File: src/rtl/cpu_pkg.sv
`default_nettype none
// ============================================================================
// Module      : cpu_pkg
// Description : Shared core widths, reset PC and fetch-state encoding.
// Revision    : 1.0 - initial release
// ============================================================================
package cpu_pkg;

    localparam int ADDR_W  = 11;
    localparam int INSTR_W = 29;
    localparam logic [ADDR_W-1:0] RESET_PC = '0;

    localparam int STATE_W = 1;
    localparam logic [STATE_W-1:0] c_st_run  = 1'b0;
    localparam logic [STATE_W-1:0] c_st_halt = 1'b1;

endpackage
`default_nettype wire

File: src/rtl/fetch_buf.sv
`default_nettype none
// ============================================================================
// Module      : fetch_buf
// Description : Two-entry FIFO holding {pc, instruction} pairs for decode.
// Revision    : 1.0 - initial release
// ============================================================================
module fetch_buf
    import cpu_pkg::*;
#(
    parameter int WIDTH = cpu_pkg::ADDR_W + cpu_pkg::INSTR_W
) (
    input  logic             clk,
    input  logic             rst_n,
    input  logic             push,
    input  logic [WIDTH-1:0] push_data,
    input  logic             pop,
    input  logic             flush,
    output logic [1:0]       count,
    output logic             head_valid,
    output logic [WIDTH-1:0] head_data
);

    logic [WIDTH-1:0] r_mem [2];
    logic             r_rd_ptr;
    logic             r_wr_ptr;
    logic [1:0]       r_count;
    logic             w_do_pop;
    logic             w_do_push;

    assign w_do_pop  = pop && (r_count != 2'd0);
    // A full buffer accepts a push only when the head leaves in the same cycle.
    assign w_do_push = push && ((r_count != 2'd2) || w_do_pop);

    always_ff @(posedge clk or negedge rst_n) begin
        if (!rst_n) begin
            r_rd_ptr <= 1'b0;
            r_wr_ptr <= 1'b0;
            r_count  <= 2'd0;
        end else if (flush) begin
            r_rd_ptr <= 1'b0;
            r_wr_ptr <= 1'b0;
            r_count  <= 2'd0;
        end else begin
            if (w_do_push) r_wr_ptr <= ~r_wr_ptr;
            if (w_do_pop)  r_rd_ptr <= ~r_rd_ptr;
            case ({w_do_push, w_do_pop})
                2'b10:   r_count <= r_count + 2'd1;
                2'b01:   r_count <= r_count - 2'd1;
                default: r_count <= r_count;
            endcase
        end
    end

    always_ff @(posedge clk or negedge rst_n) begin
        if (!rst_n) begin
            r_mem[0] <= '0;
            r_mem[1] <= '0;
        end else if (w_do_push && !flush) begin
            r_mem[r_wr_ptr] <= push_data;
        end
    end

    assign count      = r_count;
    assign head_valid = (r_count != 2'd0);
    assign head_data  = head_valid ? r_mem[r_rd_ptr] : '0;

endmodule
`default_nettype wire

File: src/rtl/fetch_unit.sv
`default_nettype none
// ============================================================================
// Module      : fetch_unit
// Description : PC owner and ROM fetch stage feeding decode through a
//               two-entry prefetch buffer, with redirect flush and halt.
// Revision    : 1.0 - initial release
// ============================================================================
module fetch_unit
    import cpu_pkg::*;
#(
    parameter int                ADDR_W   = cpu_pkg::ADDR_W,
    parameter int                INSTR_W  = cpu_pkg::INSTR_W,
    parameter logic [ADDR_W-1:0] RESET_PC = cpu_pkg::RESET_PC
) (
    input  logic               clk,
    input  logic               rst_n,
    output logic [ADDR_W-1:0]  rom_addr,
    input  logic [INSTR_W-1:0] rom_data,
    output logic               instr_valid,
    input  logic               instr_ready,
    output logic [INSTR_W-1:0] instr_data,
    output logic [ADDR_W-1:0]  instr_pc,
    input  logic               redirect,
    input  logic [ADDR_W-1:0]  redirect_pc,
    input  logic               halt_req,
    output logic               halted
);

    localparam int c_ENTRY_W = ADDR_W + INSTR_W;

    logic [ADDR_W-1:0]    r_pc;
    logic [STATE_W-1:0]   r_state;
    logic [STATE_W-1:0]   w_state_nxt;
    logic                 w_pop;
    logic                 w_fetch;
    logic [1:0]           w_count;
    logic                 w_head_valid;
    logic [c_ENTRY_W-1:0] w_head;

    assign w_pop = w_head_valid && instr_ready;

    // Redirect and halt both suppress this cycle's push.
    assign w_fetch = (r_state == c_st_run) && !redirect && !halt_req &&
                     ((w_count != 2'd2) || w_pop);

    always_ff @(posedge clk or negedge rst_n) begin
        if (!rst_n) begin
            r_state <= c_st_run;
        end else begin
            r_state <= w_state_nxt;
        end
    end

    always_comb begin
        w_state_nxt = r_state;
        if (redirect) begin
            w_state_nxt = c_st_run;
        end else if ((r_state == c_st_run) && halt_req) begin
            w_state_nxt = c_st_halt;
        end
    end

    always_ff @(posedge clk or negedge rst_n) begin
        if (!rst_n) begin
            r_pc <= RESET_PC;
        end else if (redirect) begin
            r_pc <= redirect_pc;
        end else if (w_fetch) begin
            r_pc <= r_pc + {{(ADDR_W-1){1'b0}}, 1'b1};
        end
    end

    fetch_buf #(
        .WIDTH (c_ENTRY_W)
    ) u_buf (
        .clk        (clk),
        .rst_n      (rst_n),
        .push       (w_fetch),
        .push_data  ({r_pc, rom_data}),
        .pop        (w_pop),
        .flush      (redirect),
        .count      (w_count),
        .head_valid (w_head_valid),
        .head_data  (w_head)
    );

    assign rom_addr    = r_pc;
    assign instr_valid = w_head_valid;
    assign instr_pc    = w_head[c_ENTRY_W-1:INSTR_W];
    assign instr_data  = w_head[INSTR_W-1:0];
    assign halted      = (r_state == c_st_halt) && (w_count == 2'd0);

endmodule
`default_nettype wire
File: config.mk
export PLATFORM = sky130hd
export DESIGN_NAME = fetch_unit
export DESIGN_NICKNAME = d
export VERILOG_FILES = /design/src/rtl/cpu_pkg.sv /design/src/rtl/fetch_buf.sv /design/src/rtl/fetch_unit.sv
export SDC_FILE = /design/constraint.sdc
export NUM_CORES = 1
export LEC_CHECK = 0
export BUFFER_PORTS_ARGS = -buffer_cell sky130_fd_sc_hd__buf_2
export CAP_MARGIN = 20
export CORE_AREA = 2 2 102 104
export CTS_CLUSTER_SIZE = 14
export DETAILED_ROUTE_END_ITERATION = 6
export DIE_AREA = 0 0 104 106
export HOLD_SLACK_MARGIN = 0.12
export PLACE_DENSITY_LB_ADDON = 0.05
export SYNTH_ARGS = -nofsm -noshare
export SYNTH_HDL_FRONTEND = slang
export SYNTH_SLANG_ARGS = --single-unit
File: constraint.sdc
create_clock -name clk -period 1.7 [get_ports clk]
set_clock_uncertainty 0.1 [all_clocks]
set_input_delay 0.085 -clock clk [delete_from_list [all_inputs] [get_ports clk]]
set_output_delay 0.085 -clock clk [all_outputs]
set_load 0.05 [all_outputs]
==> impl_results.md, run 1 <==
- Sw power: ~2.7 mW
- Hold Crit Class: in -> reg
- Vias in the first global route: between 3000 and 4000
- Total power: slightly above 8 mW
- Seq cells post-synth: 96
- Die Y: 106 um
- WHS Path Cells: 5
- Fin crit share: 108%
- Core ar.: about 0.010 sq mm
- Max_slew headroom: approximately 72%
- VDD IR max: 574 uV
- CTS H-tree lvls: 3
- Vias: approximately 3400
- Power density over the cells: ~1100 mW/mm^2
- Die width: between 100 and 150 um
- Root buffer cell: clkbuf_8
- Reg power frac: 42.5%
- WL final: approximately 12 mm
- Fmax: about 550 MHz
- Arr. time, crit path: between 1.5 and 2 ns
- Critical Path Source: u_buf.count[1]
- P&R area growth vs syn: 57.9%
- # rows: 37
- DR vias/cell: between 5 and 6
- Layout cells sized above 1: between 50% and 60%
- Final nets: 583
- Failing checks: negative setup slack
- Clk_lat worst skew: about 0.35 ns
- Setup TNS Final: -11.13 ns
- Unique masters post-synth: 34
- Congestion Overflow GR: 0
- DR iter-0 viols: between 90 and 100
- DP HPWL: ~6.5 mm
- Max-Cap Viols: 0
- Crit path required time: ~1.9 ns
- Commonest non-fill, non-tap cells in the layout: dfrtp_1, mux2_4, buf_2
- Flip-flop and latch area: approximately 0.0024 sq mm
- All-layer global routing usage: about a fifth
- IO Pins: ~100
- Critical path class: reg -> reg
- Final Max Tran Viols: 0
- Synthesized area: 0.00480 sq mm
- Critical path startpoint category: flop
- Residual DRC: 0
- Seq/Total Area, Yosys: between 50% and 60%
- Mean post-synth cell area: between 10 and 15 sq um
- Min Tclk post-route: approximately 1.8 ns
- Final Instance Area: about 0.0076 sq mm
- # diodes: 0
- Filler Cells Inserted: 650
- Reg2reg start: u_buf.count[1]
- Clock tree from TritonCTS: built
- Clk network pwr share: around a fifth
- Sw frac: approximately 34%
- Final GP Congestion: about 0.74
- Combinational fraction of design power: 38.5%
- Yosys warns: 0
- Worst Setup End Kind: flop
- Mapped Nets: 401
- Final Util: between 70% and 80%
- P_int: 5.36 mW
- Area of the multi-input gates: 0.00270 sq mm
- Run status: complete, but fails checks
- Hold path startpoint: halt_req
- CTS Buf Count: 9
- Actual slew at the worst max-slew pin: between 0.4 and 0.5 ns
- First-pass GRT wire length: about 18 mm
- R2r worst-path depth: 6
- Final ANT Viol Nets: 0
- Full die area: ~0.011 sq mm
- Starting Density: 48.0%
- Wire per inst: approximately 18 um
- Final setup viols: ~120
- Max FO, Critical Path: 10
- Largest net degree at the start of global routing: 40
- P_leak: approximately 3.3 nW
- Clock Path Buffers: 2
- Hold Fails Final Rpt: 0
- First-pass iteration count of the detailed router: 4
- CTS clk-pin slew, worst paths: approximately 0.10 ns
- Worst setup margin: -0.130 ns
- Initial antenna violation count: 0
- Placement Cell Area: between 0.005 and 0.006 sq mm
- Clock Sinks: 96
- Commonest non-fill, non-tap cell in the layout: dfrtp_1
- Port bufs: just under 100
- Syn Inst Count: ~360
- RSZ-0062 raised after global routing: true
[Yosys cell counts]
master     number  share of area (%)
a2111oi_0       1               0.18
a21oi_1         1               0.10
a31oi_1         1               0.13
and2_1          1               0.13
and3_1          1               0.13
and4_1          1               0.18
and4b_1         1               0.21
and4bb_2        1               0.26
buf_2           2               0.21
buf_6           9                2.1
clkbuf_1       11               0.86
dfrtp_1        96                 50
ha_1            1               0.26
inv_1           3               0.23
mux2_2          1               0.23
mux2_4         80                 25
mux2i_1        41                8.5
nand2_1        13                1.0
nand2_4         1               0.23
nand3_1         2               0.21
nand3b_1        1               0.16
nand4_1         4               0.52
nor2_1         48                3.8
nor3_1          2               0.21
nor3_4          1               0.34
nor3b_1         1               0.16
nor3b_4         1               0.39
nor4_1          2               0.26
o21ai_0        12                1.3
or3_1           1               0.13
or3b_1          1               0.18
or3b_2          1               0.18
xnor2_1         4               0.73
xor2_1          8                1.5
[power groups by stage]
stage | registers (mW) | clock network [mW] | logic [mW]
floorplan | 3.35 | 0 | 1.79
global placement | 3.35 | 0 | 2.29
detailed placement | 3.37 | 0 | 2.34
CTS | 3.33 | 1.57 | 2.56
global route | 3.51 | 1.68 | 3.28
finish | 3.44 | 1.53 | 3.11
[area by class of cell]
cell class,instances,share of cell area [%]
Clock buffer,9,1.63
Clock inverter,7,1.02
Inverter,3,0.149
Multi-Input combinational cell,234,35.6
Sequential cell,96,31.8
Tap cell,136,2.24
Timing Repair Buffer,193,27.5
[state kept, by name, summed over array words and instances, names as in the netlist]
register and count:
u_buf.r_rd_ptr 1, u_buf.r_mem 80, u_buf.r_wr_ptr 1, rom_addr 11, r_state 1, u_buf.count 2
[critical path, cell delays in order, from the launching register on]
cell and delay (ns):
dfrtp_1 0.38, or3b_4 0.27, nand2_8 0.07, nor3b_4 0.27, buf_6 0.17, buf_12 0.15, mux2_4 0.31
[repair_timing]
item | 4_1_cts | 5_1_grt
buffers inserted | 5 | 5
endpoints found under the setup margin | 125 | 126
resized for setup | 62 | 147
hold endpoints to repair | 169 | 0
pin swaps | 4 | 39
cloned | 3 | 14
hold buffers | 45 | 0
[metrics by stage]
| step | cells | setup WS, ns | hold WS, ns |
|---|---|---|---|
| finish | 678 | -0.130 | 0.216 |
| global route | 678 | -0.197 | 0.231 |
| CTS | 659 | -0.110 | 0.176 |
| detailed placement | 590 | -0.103 | -0.0597 |
| global placement | 590 | -0.0733 | -0.0599 |
| floorplan | 355 | -0.227 | -0.311 |
[cells by family (layout without fill, tap and decap cells)]
logic type,count (synthesis),in the layout,synth area share [%]
AO/OA/AOI/OAI,15,15,1.67
XOR/XNOR,12,12,2.19
adder cells (fa/ha/maj),1,1,0.261
buffers and inverters,25,212,3.41
flip-flops,96,96,50.0
multiplexers,122,122,33.8
AND/OR/NAND/NOR,84,84,8.65
[routing by layer]
metal / GRT usage (%) / up-vias / routed length (um)
met5: 0 / - / 0
met2: 31.8 / 67 / 6020
met4: 6.37 / 0 / 96
met1: 28.9 / 1731 / 5850
met3: 3.07 / 6 / 346
li1: - / 1607 / -
[worst paths after layout]
check                      slack, ns               to
min                             0.22   u_buf.count[1]
max                            -0.13  u_buf.r_mem[23]
min reg2reg                     0.42  u_buf.r_mem[70]
max in group asynchronous       0.31      rom_addr[1]
max reg2reg                    -0.13  u_buf.r_mem[23]
min in group asynchronous       0.65  u_buf.r_mem[45]
Note: power is estimated with default switching activity, not from simulation.
==> inputs of run 2 (changes only) <==
--- a/config.mk
+++ b/config.mk
@@ -7,12 +7,13 @@
 export LEC_CHECK = 0
 export BUFFER_PORTS_ARGS = -buffer_cell sky130_fd_sc_hd__buf_2
 export CAP_MARGIN = 20
-export CORE_AREA = 2 2 102 104
+export CORE_AREA = 2 2 100 102
 export CTS_CLUSTER_SIZE = 14
 export DETAILED_ROUTE_END_ITERATION = 6
-export DIE_AREA = 0 0 104 106
+export DIE_AREA = 0 0 102 104
 export HOLD_SLACK_MARGIN = 0.12
 export PLACE_DENSITY_LB_ADDON = 0.05
 export SYNTH_ARGS = -nofsm -noshare
 export SYNTH_HDL_FRONTEND = slang
+export SYNTH_HIERARCHICAL = 1
 export SYNTH_SLANG_ARGS = --single-unit
==> run 2 against run 1 <==
  * The run still ends with negative setup slack left
  * Critical path type unchanged
  * Area after synthesis fell by 2.1%
  * Die area shrank 3.8%
  * Power fell by 22%
  * Fmax down 15%
  * Cell count down 0.59%
  * Non-clock buffer count fell by 9
  * Clock-buffer cell count rose by 1
  * Sequential power fell by 10%
  * Sequential cell count unchanged
==> impl_results.md, run 2 <==
- Run status: complete, but fails checks
- Failing checks: negative setup slack
- Critical Path Source: u_buf/count[0]
- Unique masters post-synth: 35 (+2.9%)
- Final Util: 68.1% (-7.7 points)
- Starting Density: 49.3% (+1.2 points)
- Worst setup margin: -0.446 ns (-0.316 ns)
- P&R area growth vs syn: 38.3%
- Worst Setup End Kind: flop
- Yosys warns: 6 (+6)
- Post-synth top area cell: dfrtp_1
- Congestion Overflow GR: 0 (unchanged)
- Top post-synthesis cells by count: dfrtp_1, nor2_1, mux2i_1, mux2_2, mux2_4
- Actual slew at the worst max-slew pin: 0.536 ns (+0.121 ns)
- Worst path most repeated cell: nor2b_4
- Sw power: 2.04 mW (-25%)
- WL final: 10.8 mm (-13%)
- Combinational fraction of design power: 29.9% (-8.6 points)
- Die width: 102 um (-1.9%)
- Full die area: 0.0106 sq mm (-3.8%)
- Root buffer cell: clkbuf_8
- Min Tclk post-route: 2.15 ns (+0.316 ns)
- VDD IR max: 605 uV (+5.5%)
- Final Max Tran Viols: 0 (unchanged)
- Asr flop ratio synth: 100% (unchanged)
- Worst flop-to-flop path endpoint: u_buf/r_mem[57]
- CTS clk-pin slew, worst paths: 0.09 ns (about the same)
- Die Y: 104 um (-1.9%)
- Filler Cells Inserted: 747 (+15%)
- RSZ-0062 raised after global routing: true
- Syn Inst Count: 364 (+2.5%)
- Clk_lat worst skew: 0.35 ns (about the same)
- Crit-path max cell delay: 0.51 ns (+0.13 ns)
- # rows: 36 (-2.7%)
- Post-synth top flop: dfrtp_1
- Crit path required time: 1.83 ns (-0.02 ns)
- Max_slew headroom: 64.2% (-8.1 points)
- Fin crit share: 126% (+19 points)
- Wire per inst: 16.0 um (-12%)
- # diodes: 0 (unchanged)
- Mapped Nets: 410 (+2.2%)
- Post-synth EDFFs: 0 (unchanged)
- DR iter-0 viols: 103 (+9.6%)
- Commonest non-fill, non-tap cell in the layout: buf_2
- First-pass GRT wire length: 17.5 mm (-1.2%)
- R2r worst-path depth: 7 (+1)
- Layout cells sized above 1: 50.5% (-9.5 points)
- DR vias/cell: 5.05 (+0.45%)
- Hold path startpoint: redirect
- Final setup viols: 127 (+4.1%)
- Arr. time, crit path: 2.28 ns (+0.30 ns)
- Mean post-synth cell area: 12.9 sq um (-4.5%)
- Critical path startpoint category: flop
- WHS Path Cells: 3 (-2)
- Port bufs: 97 (unchanged)
- FF-to-FF setup slack: -0.45 ns (-0.32 ns)
- Cells along the critical path: buf_4 -> nor2b_4 -> a21boi_4 -> nor2b_4 -> or4b_4 -> buf_12 -> mux2_4
- Hold Fails Final Rpt: 0 (unchanged)
- CTS H-tree lvls: 3 (unchanged)
- Clock Sinks: 96 (unchanged)
- Hold Crit Class: in -> reg
- Final ANT Viol Nets: 0 (unchanged)
- P_int: 4.28 mW (-20%)
- Clock Path Buffers: 2 (unchanged)
- Synth top area share: 51.1% (+1.1 points)
- DP HPWL: 6.55 mm (+0.43%)
- Clock tree from TritonCTS: built
- Synthesized area: 0.00470 sq mm (-2.1%)
- Clk network pwr share: 21.4% (+2.4 points)
- Max-Cap Viols: 0 (unchanged)
- Largest net degree at the start of global routing: 97 (+140%)
- Critical path class: reg -> reg
- Power density over the cells: 972 mW/mm^2 (-8.8%)
- Vias: 3406 (-0.15%)
- IO Pins: 98 (unchanged)
- Vias in the first global route: 3508 (+0.29%)
- CTS Buf Count: 9 (unchanged)
- Max FO, Critical Path: 24 (+14)
- Commonest non-fill, non-tap cells in the layout: buf_2, dfrtp_1, dlygate4sd3_1
- Synth top area cells: dfrtp_1, mux2_4, mux2_2
- Initial antenna violation count: 0 (unchanged)
- Seq cells post-synth: 96 (unchanged)
- Fmax: 466 MHz (-15%)
- Final nets: 583 (unchanged)
- Seq/Total Area, Yosys: 51.1% (+1.1 points)
- Hold Path End: r_state
- Largest reg by FF count: u_buf/r_mem
- Sw frac: 32.3% (-1.3 points)
- Total power: 6.32 mW (-22%)
- Most common cell in the netlist: dfrtp_1
- Reg power frac: 48.7% (+6.2 points)
- P_leak: 3.06 nW (-7.4%)
- First-pass iteration count of the detailed router: 4 (unchanged)
- Max FFs per register: 80 (unchanged)
- Final GP Congestion: 0.761 (+3.1%)
- Residual DRC: 0 (unchanged)
- Reg2reg start: u_buf/count[0]
- Core ar.: 0.00955 sq mm (-4.5%)
- Worst path slowest cell: or4b_4
- All-layer global routing usage: 20.8% (+0.62 points)
-- run 2: how the worst max path moves through the flow --
stage,to,slack [ns]
global placement,u_buf/r_mem[67],-0.39
CTS,u_buf/r_mem[75],-0.43
floorplan,u_buf/r_mem[40],-0.78
detailed placement,u_buf/r_mem[68],-0.42
finish,u_buf/r_mem[57],-0.45
global route,u_buf/r_mem[22],-0.49
-- run 2: cells by family (layout without fill, tap and decap cells) --
kind of cell,Yosys count,in the layout,share of synthesized area [%]
compound gates,24,24,4.18
xor+xnor,10,10,1.86
fa+ha+maj,1,1,0.266
buf+inv,26,203,2.95
flops,96,96,51.1
mux,125,125,31.9
simple gates,82,82,7.77
-- run 2: area by class of cell --
type / count / area [sq um] / share of cell area [%]
repair buffers: 184 / 1380 / 21.3
inverters: 4 / 27.5 / 0.423
well taps: 133 / 166 / 2.56
flip-flops and latches: 96 / 2420 / 37.2
clock buffers: 10 / 128 / 1.96
multi-input cells: 242 / 2340 / 36.0
clock inverters: 5 / 42.5 / 0.654
-- run 2: power by group through the flow --
stage | logic (mW) | clock network, mW | registers [mW]
6_report | 1.89 | 1.35 | 3.08
5_1_grt | 2.03 | 1.52 | 3.14
4_1_cts | 1.89 | 1.40 | 3.07
3_5_place_dp | 1.78 | 0 | 3.11
3_3_place_gp | 1.73 | 0 | 3.09
2_1_floorplan | 1.23 | 0 | 3.15
-- run 2: repair_timing --
action | in CTS | in global routing
setup endpoints to repair | 131 | 132
endpoints found under the hold margin | 169 | 0
cloned | 1 | 2
hold buffers | 44 | 0
buffers inserted | 4 | 3
resized for setup | 18 | 13
pin swaps | 3 | 6
-- run 2: layer usage --
metal,global-route usage (%),routed length (um)
met1,28.7,5030
met4,4.29,79
met2,34.6,5320
met5,0,0
met3,3.49,346
-- run 2: metrics by stage --
step / setup TNS, ns / area [sq um] / hold WS (ns) / worst slack (ns) / cells
4_1_cts: -45.52 / 6420 / 0.145 / -0.434 / 671
3_5_place_dp: -32.73 / 5680 / 0.0824 / -0.423 / 608
2_1_floorplan: -53.57 / 4830 / -0.311 / -0.778 / 364
6_report: -44.65 / 6500 / 0.158 / -0.446 / 674
5_1_grt: -53.65 / 6500 / 0.164 / -0.491 / 674
3_3_place_gp: -31.37 / 5680 / 0.0846 / -0.395 / 608
-- run 2: critical path: cells and delay by family, from the launching register on --
kind / cells / cell delay (ns)
AND/OR/NAND/NOR: 3 / 0.72
flip-flops: 1 / 0.41
multiplexers: 1 / 0.31
AO/OA/AOI/OAI: 1 / 0.15
buffers and inverters: 2 / 0.34
